$ cat config.mk
export PLATFORM = sky130hd
export DESIGN_NAME = nx_mesh_loader
export DESIGN_NICKNAME = d
export VERILOG_FILES = /design/src/rtl/nx_mesh_loader.sv
export SDC_FILE = /design/constraint.sdc
export NUM_CORES = 1
export LEC_CHECK = 0
export BUFFER_PORTS_ARGS = -buffer_cell sky130_fd_sc_hd__buf_2
export CORE_MARGIN = 3
export CORE_UTILIZATION = 45
export CTS_CLUSTER_SIZE = 28
export DETAILED_ROUTE_END_ITERATION = 10
export PLACE_DENSITY_LB_ADDON = 0.12
export SYNTH_ARGS = -nofsm -noshare
export SYNTH_HDL_FRONTEND = slang
export SYNTH_SLANG_ARGS = --single-unit
$ cat constraint.sdc
create_clock -name clk_i -period 2 [get_ports clk_i]
set_clock_uncertainty 0.05 [all_clocks]
set_input_delay 0.3 -clock clk_i [delete_from_list [all_inputs] [get_ports clk_i]]
set_output_delay 0.3 -clock clk_i [all_outputs]
set_load 0.01 [all_outputs]
$ cat src/rtl/nx_mesh_loader.sv
// Host-side loader: turns a (row, col, count) request plus an instruction stream
// into LOAD_INSTR mesh messages over a single-register valid/ready output stage.
module nx_mesh_loader #(
    parameter  int unsigned STREAM_WIDTH   = 32,
    parameter  int unsigned ADDR_ROW_WIDTH = 4,
    parameter  int unsigned ADDR_COL_WIDTH = 4,
    parameter  int unsigned COMMAND_WIDTH  = 2,
    parameter  int unsigned INSTR_WIDTH    = 15,
    parameter  int unsigned MAX_INSTRS     = 512,
    parameter  int unsigned CMD_LOAD_INSTR = 0,
    localparam int unsigned COUNT_WIDTH    = $clog2(MAX_INSTRS + 1)
) (
    input  logic                      clk_i,
    input  logic                      rst_i,
    input  logic [ADDR_ROW_WIDTH-1:0] req_row_i,
    input  logic [ADDR_COL_WIDTH-1:0] req_col_i,
    input  logic [COUNT_WIDTH-1:0]    req_count_i,
    input  logic                      req_valid_i,
    output logic                      req_ready_o,
    input  logic [INSTR_WIDTH-1:0]    instr_data_i,
    input  logic                      instr_valid_i,
    output logic                      instr_ready_o,
    output logic [STREAM_WIDTH-1:0]   mesh_data_o,
    output logic                      mesh_valid_o,
    input  logic                      mesh_ready_i,
    output logic                      busy_o,
    output logic                      loaded_o,
    output logic [COUNT_WIDTH-1:0]    sent_count_o
);

    localparam int unsigned PAYLOAD_WIDTH =
        STREAM_WIDTH - ADDR_ROW_WIDTH - ADDR_COL_WIDTH - COMMAND_WIDTH;

    typedef enum logic [1:0] {
        IDLE   = 2'd0,
        STREAM = 2'd1,
        DRAIN  = 2'd2,
        DONE   = 2'd3
    } state_e;

    state_e                    state_q;
    logic [ADDR_ROW_WIDTH-1:0] row_q;
    logic [ADDR_COL_WIDTH-1:0] col_q;
    logic [COUNT_WIDTH-1:0]    remaining_q;
    logic [COUNT_WIDTH-1:0]    sent_count_q;
    logic [STREAM_WIDTH-1:0]   mesh_data_q;
    logic                      mesh_valid_q;

    logic [COUNT_WIDTH-1:0]    req_count_d;
    logic [STREAM_WIDTH-1:0]   mesh_data_d;
    logic                      mesh_valid_d;
    logic                      instr_hs;
    logic                      mesh_hs;

    // Ready decodes come straight off the state register; instr_ready also
    // looks through the output register so a draining word frees the slot.
    assign req_ready_o   = (state_q == IDLE);
    assign busy_o        = (state_q != IDLE);
    assign loaded_o      = (state_q == DONE);
    assign instr_ready_o = (state_q == STREAM) && (!mesh_valid_q || mesh_ready_i);

    assign instr_hs = instr_valid_i && instr_ready_o;
    assign mesh_hs  = mesh_valid_q && mesh_ready_i;

    assign req_count_d = (req_count_i > COUNT_WIDTH'(MAX_INSTRS))
                       ? COUNT_WIDTH'(MAX_INSTRS) : req_count_i;

    // Output stage: a new word replaces the old one in the same cycle it drains.
    always_comb begin
        mesh_data_d  = mesh_data_q;
        mesh_valid_d = mesh_valid_q;
        if (instr_hs) begin
            mesh_data_d  = {row_q, col_q, COMMAND_WIDTH'(CMD_LOAD_INSTR),
                            PAYLOAD_WIDTH'(instr_data_i)};
            mesh_valid_d = 1'b1;
        end else if (mesh_hs) begin
            mesh_valid_d = 1'b0;
        end
    end

    always_ff @(posedge clk_i) begin
        if (rst_i) begin
            state_q      <= IDLE;
            row_q        <= '0;
            col_q        <= '0;
            remaining_q  <= '0;
            sent_count_q <= '0;
            mesh_data_q  <= '0;
            mesh_valid_q <= 1'b0;
        end else begin
            mesh_data_q  <= mesh_data_d;
            mesh_valid_q <= mesh_valid_d;
            if (mesh_hs) begin
                sent_count_q <= sent_count_q + COUNT_WIDTH'(1);
            end
            unique case (state_q)
                IDLE: begin
                    if (req_valid_i) begin
                        row_q        <= req_row_i;
                        col_q        <= req_col_i;
                        remaining_q  <= req_count_d;
                        sent_count_q <= '0;
                        state_q      <= (req_count_d != '0) ? STREAM : DONE;
                    end
                end
                STREAM: begin
                    if (instr_hs) begin
                        remaining_q <= remaining_q - COUNT_WIDTH'(1);
                        if (remaining_q == COUNT_WIDTH'(1)) begin
                            state_q <= DRAIN;
                        end
                    end
                end
                DRAIN: begin
                    if (mesh_hs || !mesh_valid_q) begin
                        state_q <= DONE;
                    end
                end
                DONE: begin
                    state_q <= IDLE;
                end
                default: begin
                    state_q <= IDLE;
                end
            endcase
        end
    end

    assign mesh_data_o  = mesh_data_q;
    assign mesh_valid_o = mesh_valid_q;
    assign sent_count_o = sent_count_q;

endmodule
# Word-level counts from Yosys, hierarchy flattened
# Cells that the tools add are included.
# Widths: inputs -> output; s select.
# totals
in_bits,38
regBits,54
elab_cells,47
# classes
n_lt_le_gt_ge,1
reduce_logical,14
n_addsub,2
eq_ne,8
muxes,15
# op_table
operator,count
$mux 10,6
$pmux 10 s2,1
$add 10x1->10 const B,1
$eq 10x1->1 const B,1
$gt 10x10->1 const B,1
$mux 2,5
$reduce_bool 10->1,1
$sub 10x1->10 const B,1
$pmux 2 s4,1
$ne 2x2->1 const B,3
$reduce_bool 2->1,3
$eq 2x2->1 const B,2
$reduce_and 4->1,1
$logic_and 1x1->1,3
$reduce_and 3->1,1
$eq 2x1->1 const B,1
$logic_not 2->1,1
$logic_or 1x1->1,2
$mux 1,2
$ne 2x1->1 const B,1
$reduce_and 2->1,1
$logic_not 1->1,1

# Depth between registers and ports, before layout
# depth
ltp_word,6
depth_mapped,9
mapped_depth_nobuf,7

# Worst setup path after synthesis
# Ideal clock, no wire load.
# synth_timing
path_type,flip-flop to flip-flop
startpoint,register state_q[1]
endpoint,register remaining_q[0]
stages_incl_launch_ff,10
path_buffers,3
synth_period_minus_slack_ns,1.951
slack_ns,0.049
arrival_time_ns,1.826
setup_ns,0.074
cell_sequence,dfxtp_1 inv_1 ha_1 clkbuf_1 and3_1 clkbuf_1 o22a_1 clkbuf_1 nand3_1 a31oi_1
# synth_via
elab_chain_cells,5
word_cells_on_any_way,9
classes_between,eq/ne (3); mux (1); reduce/logical (5)
# synth_rtl
element,line_no,rtl
from (decl),41,state_e state_q;
from (signal assigned),103,state_q <= (req_count_d != '0) ? STREAM : DONE;
$eq 2x1->1,"60, 96",
$logic_and 1x1->1,60,assign instr_ready_o = (state_q == STREAM) && (!mesh_valid_q || mesh_ready_i);
$logic_and 1x1->1,62,assign instr_hs = instr_valid_i && instr_ready_o;
$ne 2x2->1 (no source line),--,
$reduce_and 3->1 (no source line),--,
to (signal assigned),101,remaining_q <= req_count_d;
to (signal assigned),108,remaining_q <= remaining_q - COUNT_WIDTH'(1);
to (decl),44,logic [COUNT_WIDTH-1:0] remaining_q;
# Several ways; a longest one is shown, not always the timed one.
# A chain may end at the register's enable or synchronous reset.

# Final worst setup path
# layout_timing
startpoint,register remaining_q[4]
endpoint,register state_q[0]
# layout_via
elab_chain_cells,3
# layout_rtl
element,line_no,rtl
$eq 10x1->1,109,if (remaining_q == COUNT_WIDTH'(1)) begin
$ne 2x1->1 (no source line),--,
$reduce_and 4->1 (no source line),--,
# Every way passes these cells.

==> impl_metrics.tcl <==
set metrics [dict create \
    startpoint_type "flip-flop" \
    synth_top_area_frac 0.4456 \
    die_h_microns 79.43 \
    grt_pass1_vias 2003 \
    hold_viol_final 0 \
    worst-setup-path-type "flip-flop to flip-flop" \
    p_per_area_nw_per_um2 1185 \
    cts_setup_buffers 0 \
    wire_per_inst_microns 12.72 \
    clockBufferDepth 2 \
    syn_area_per_cell_sq_um 7.801 \
    drtIter0Drc 70 \
    cpMaxStageDelayCell "or4_4" \
    vias_per_cell 4.980 \
    post-route-period-util 0.9802 \
    synth_warnings 0 \
    syn_area_sq_um 2426 \
    ir_worst_vdd_v 0.0007056 \
    area_delta_synth_final_pct 22.23 \
    drive_above_1_share 0.2603 \
    r2r-start "remaining_q[4]" \
    slew_viol_final 0 \
    place_hpwl_microns 4120 \
    final_cells 458 \
    grt_max_degree 33 \
    power_mw 3.513 \
    p_switching_mw 1.376 \
    vias 2281 \
    grt_pass1_wl_microns 9349 \
    rsz0062_at_grt "true" \
    critical_path.cell_chain "or4_4, or3_4, o31ai_4, nand2_2, a221oi_2" \
    antenna_found_initial 0 \
    pwr-share-seq 0.393 \
    clk_transition_reported_paths_ns 0.10 \
    final_util 0.5733 \
    dp_cells 450 \
    ant_nets 0 \
    synth_seq_cells 54 \
    track_usage 0.1860 \
    dr.pass1.iters 4 \
    critical_path_required_ns 2.18 \
    swShare 0.3916 \
    fill_cells 527 \
    cp_max_fo 4 \
    row_count 26 \
    yosysUniqueCellTypes 34 \
    drv_cap 0 \
    worst_ep_arrival_time_ns 2.14 \
    leakage_nw 1.311 \
    worst_skew_pair.late_latency_ns 0.30 \
    p_clk_frac 0.173 \
    clock-root-buffer "clkbuf_8" \
    ys_seq_area_frac 0.4456 \
    startpoint "remaining_q[4]" \
    overflow 0 \
    hold_class "input port to flip-flop" \
    io_buffer_count 75 \
    cts_sinks 54 \
    path_delay_family "simple AND/OR/NAND/NOR gates" \
    ios 85 \
    start_util 0.4690 \
    fin_ws_ns 0.03959 \
    regArea_sq_um 1082 \
    cp.buffers_inverters 0 \
    internal_power_mw 2.137 \
    synth_area_leaders "dfxtp_1, nand2_1, a21oi_1" \
    comb_power_share 0.434 \
    min_period_ns 1.960 \
    gp_congestion 0.8548 \
    drt-total-wl_microns 5828 \
    fp.dieW_microns 79.43 \
    yosysTopAreaCell "dfxtp_1" \
    fp.dieArea_sq_um 6308 \
    n_antenna_cell 0 \
    dp_slack_ns 0.007351 \
    fin_nets 432 \
    fmax_mhz 510.1 \
    htreeDepth 2 \
    cp-end-kind "flip-flop" \
    multi_input_area_sq_um 1210 \
    synth_cells 311 \
    hp-start "instr_data_i[5]" \
    setup_viol_count_final 0 \
    cts_made_buffers 5 \
    cts_tree "done" \
    core_sq_um 5172 \
    run_status "completed" \
    critical_path.max_stage_delay_ns 0.53 \
    drc 0 \
]
==> power groups by stage <==
stage / registers [mW] / logic (mW) / clock network (mW)
2_1_floorplan: 1.41 / 1.02 / 0
3_3_place_gp: 1.40 / 1.51 / 0
3_5_place_dp: 1.40 / 1.52 / 0
4_1_cts: 1.38 / 1.52 / 0.631
5_1_grt: 1.41 / 1.70 / 0.674
6_report: 1.38 / 1.52 / 0.608
==> flip-flops by register name (all words and copies together), names as in the netlist <==
| signal | flops |
|---|---|
| sent_count_o | 10 |
| mesh_valid_o | 1 |
| remaining_q | 10 |
| col_q | 4 |
| mesh_data_o | 23 |
| row_q | 4 |
| state_q | 2 |
==> metal layers <==
layer  part of all wire  vias up  track usage  wire length, microns
li1                   -     1178            -                     -
met5                  0        -            0                     0
met2               0.47       57       0.2997                  2719
met4              0.010        0      0.04811                    61
met3              0.050        7      0.04063                   293
met1               0.47     1039       0.2518                  2755
==> area by class of cell <==
class	count	area share
repair buffers	87	0.1570
well taps	70	0.02954
flip-flops and latches	54	0.3650
clock inverters	2	0.004641
clock buffers	6	0.02447
multi-input cells	230	0.4080
inverters	9	0.01139
==> worst paths after layout <==
path               endpoint  slack [ns]  depth (start not counted)
min          mesh_data_o[5]        0.17                          3
min reg2reg  mesh_data_o[5]        0.40                          2
max              state_q[0]        0.04                          5
max reg2reg      state_q[0]        0.04                          5
==> worst min-delay path, stage by stage <==
cell,delay (ns)
buf_2,0.09
nand2_1,0.04
a21oi_1,0.05
==> cells in the final DEF (no fill, tap or decap), types with 5 or more instances in the layout <==
cell       n
clkbuf_8   5
xnor2_1    6
nor2_1    25
xor2_1     5
buf_2     75
buf_4     12
ha_1       7
inv_1      9
a21oi_1   45
conb_1     9
and3_1     6
nand3_1   14
nand2_1   76
dfxtp_1   53
o21ai_0    7
==> Yosys cell counts, drive strengths merged <==
master and n:
a211oi 1, a21oi 45, a221oi 3, a31oi 3
a32o 3, a41o 1, and2 1, and3 6
buf 12, clkbuf 14, conb 1, dfxtp 54
ha 7, inv 9, nand2 77, nand2b 2
nand3 14, nand3b 1, nand4 1, nor2 25
nor3 3, nor3b 1, nor4 3, o21ai 7
o22a 1, o22ai 2, o31ai 1, or3 1
or4 1, xnor2 6, xor2 5
==> per-stage QoR <==
| step | TNS (ns) | hold slack, ns | cell area (sq um) |
|---|---|---|---|
| floorplan | 0 | 0.3821 | 2456 |
| global placement | 0 | 0.3885 | 2878 |
| detailed placement | 0 | 0.3939 | 2878 |
| CTS | 0 | 0.1576 | 2964 |
| global route | -0.01290 | 0.1653 | 2965 |
| finish | 0 | 0.1672 | 2965 |
==> kinds of logic after synthesis <==
| logic type | count (synthesis) | synth area share |
|---|---|---|
| AO/OA/AOI/OAI | 67 | 0.1661 |
| XOR/XNOR | 11 | 0.03971 |
| adder cells (fa/ha/maj) | 7 | 0.03610 |
| buffers and inverters | 35 | 0.06807 |
| flip-flops | 54 | 0.4456 |
| other | 1 | 0.001546 |
| AND/OR/NAND/NOR | 136 | 0.2429 |
==> repair_timing <==
| item | 4_1_cts | 5_1_grt |
|---|---|---|
| hold buffers | 0 | 0 |
| resized for setup | 0 | 1 |
| pin swaps | 1 | 0 |
| endpoints found under the setup margin | 1 | 1 |
No activity file was read; power rests on OpenSTA's default activity.
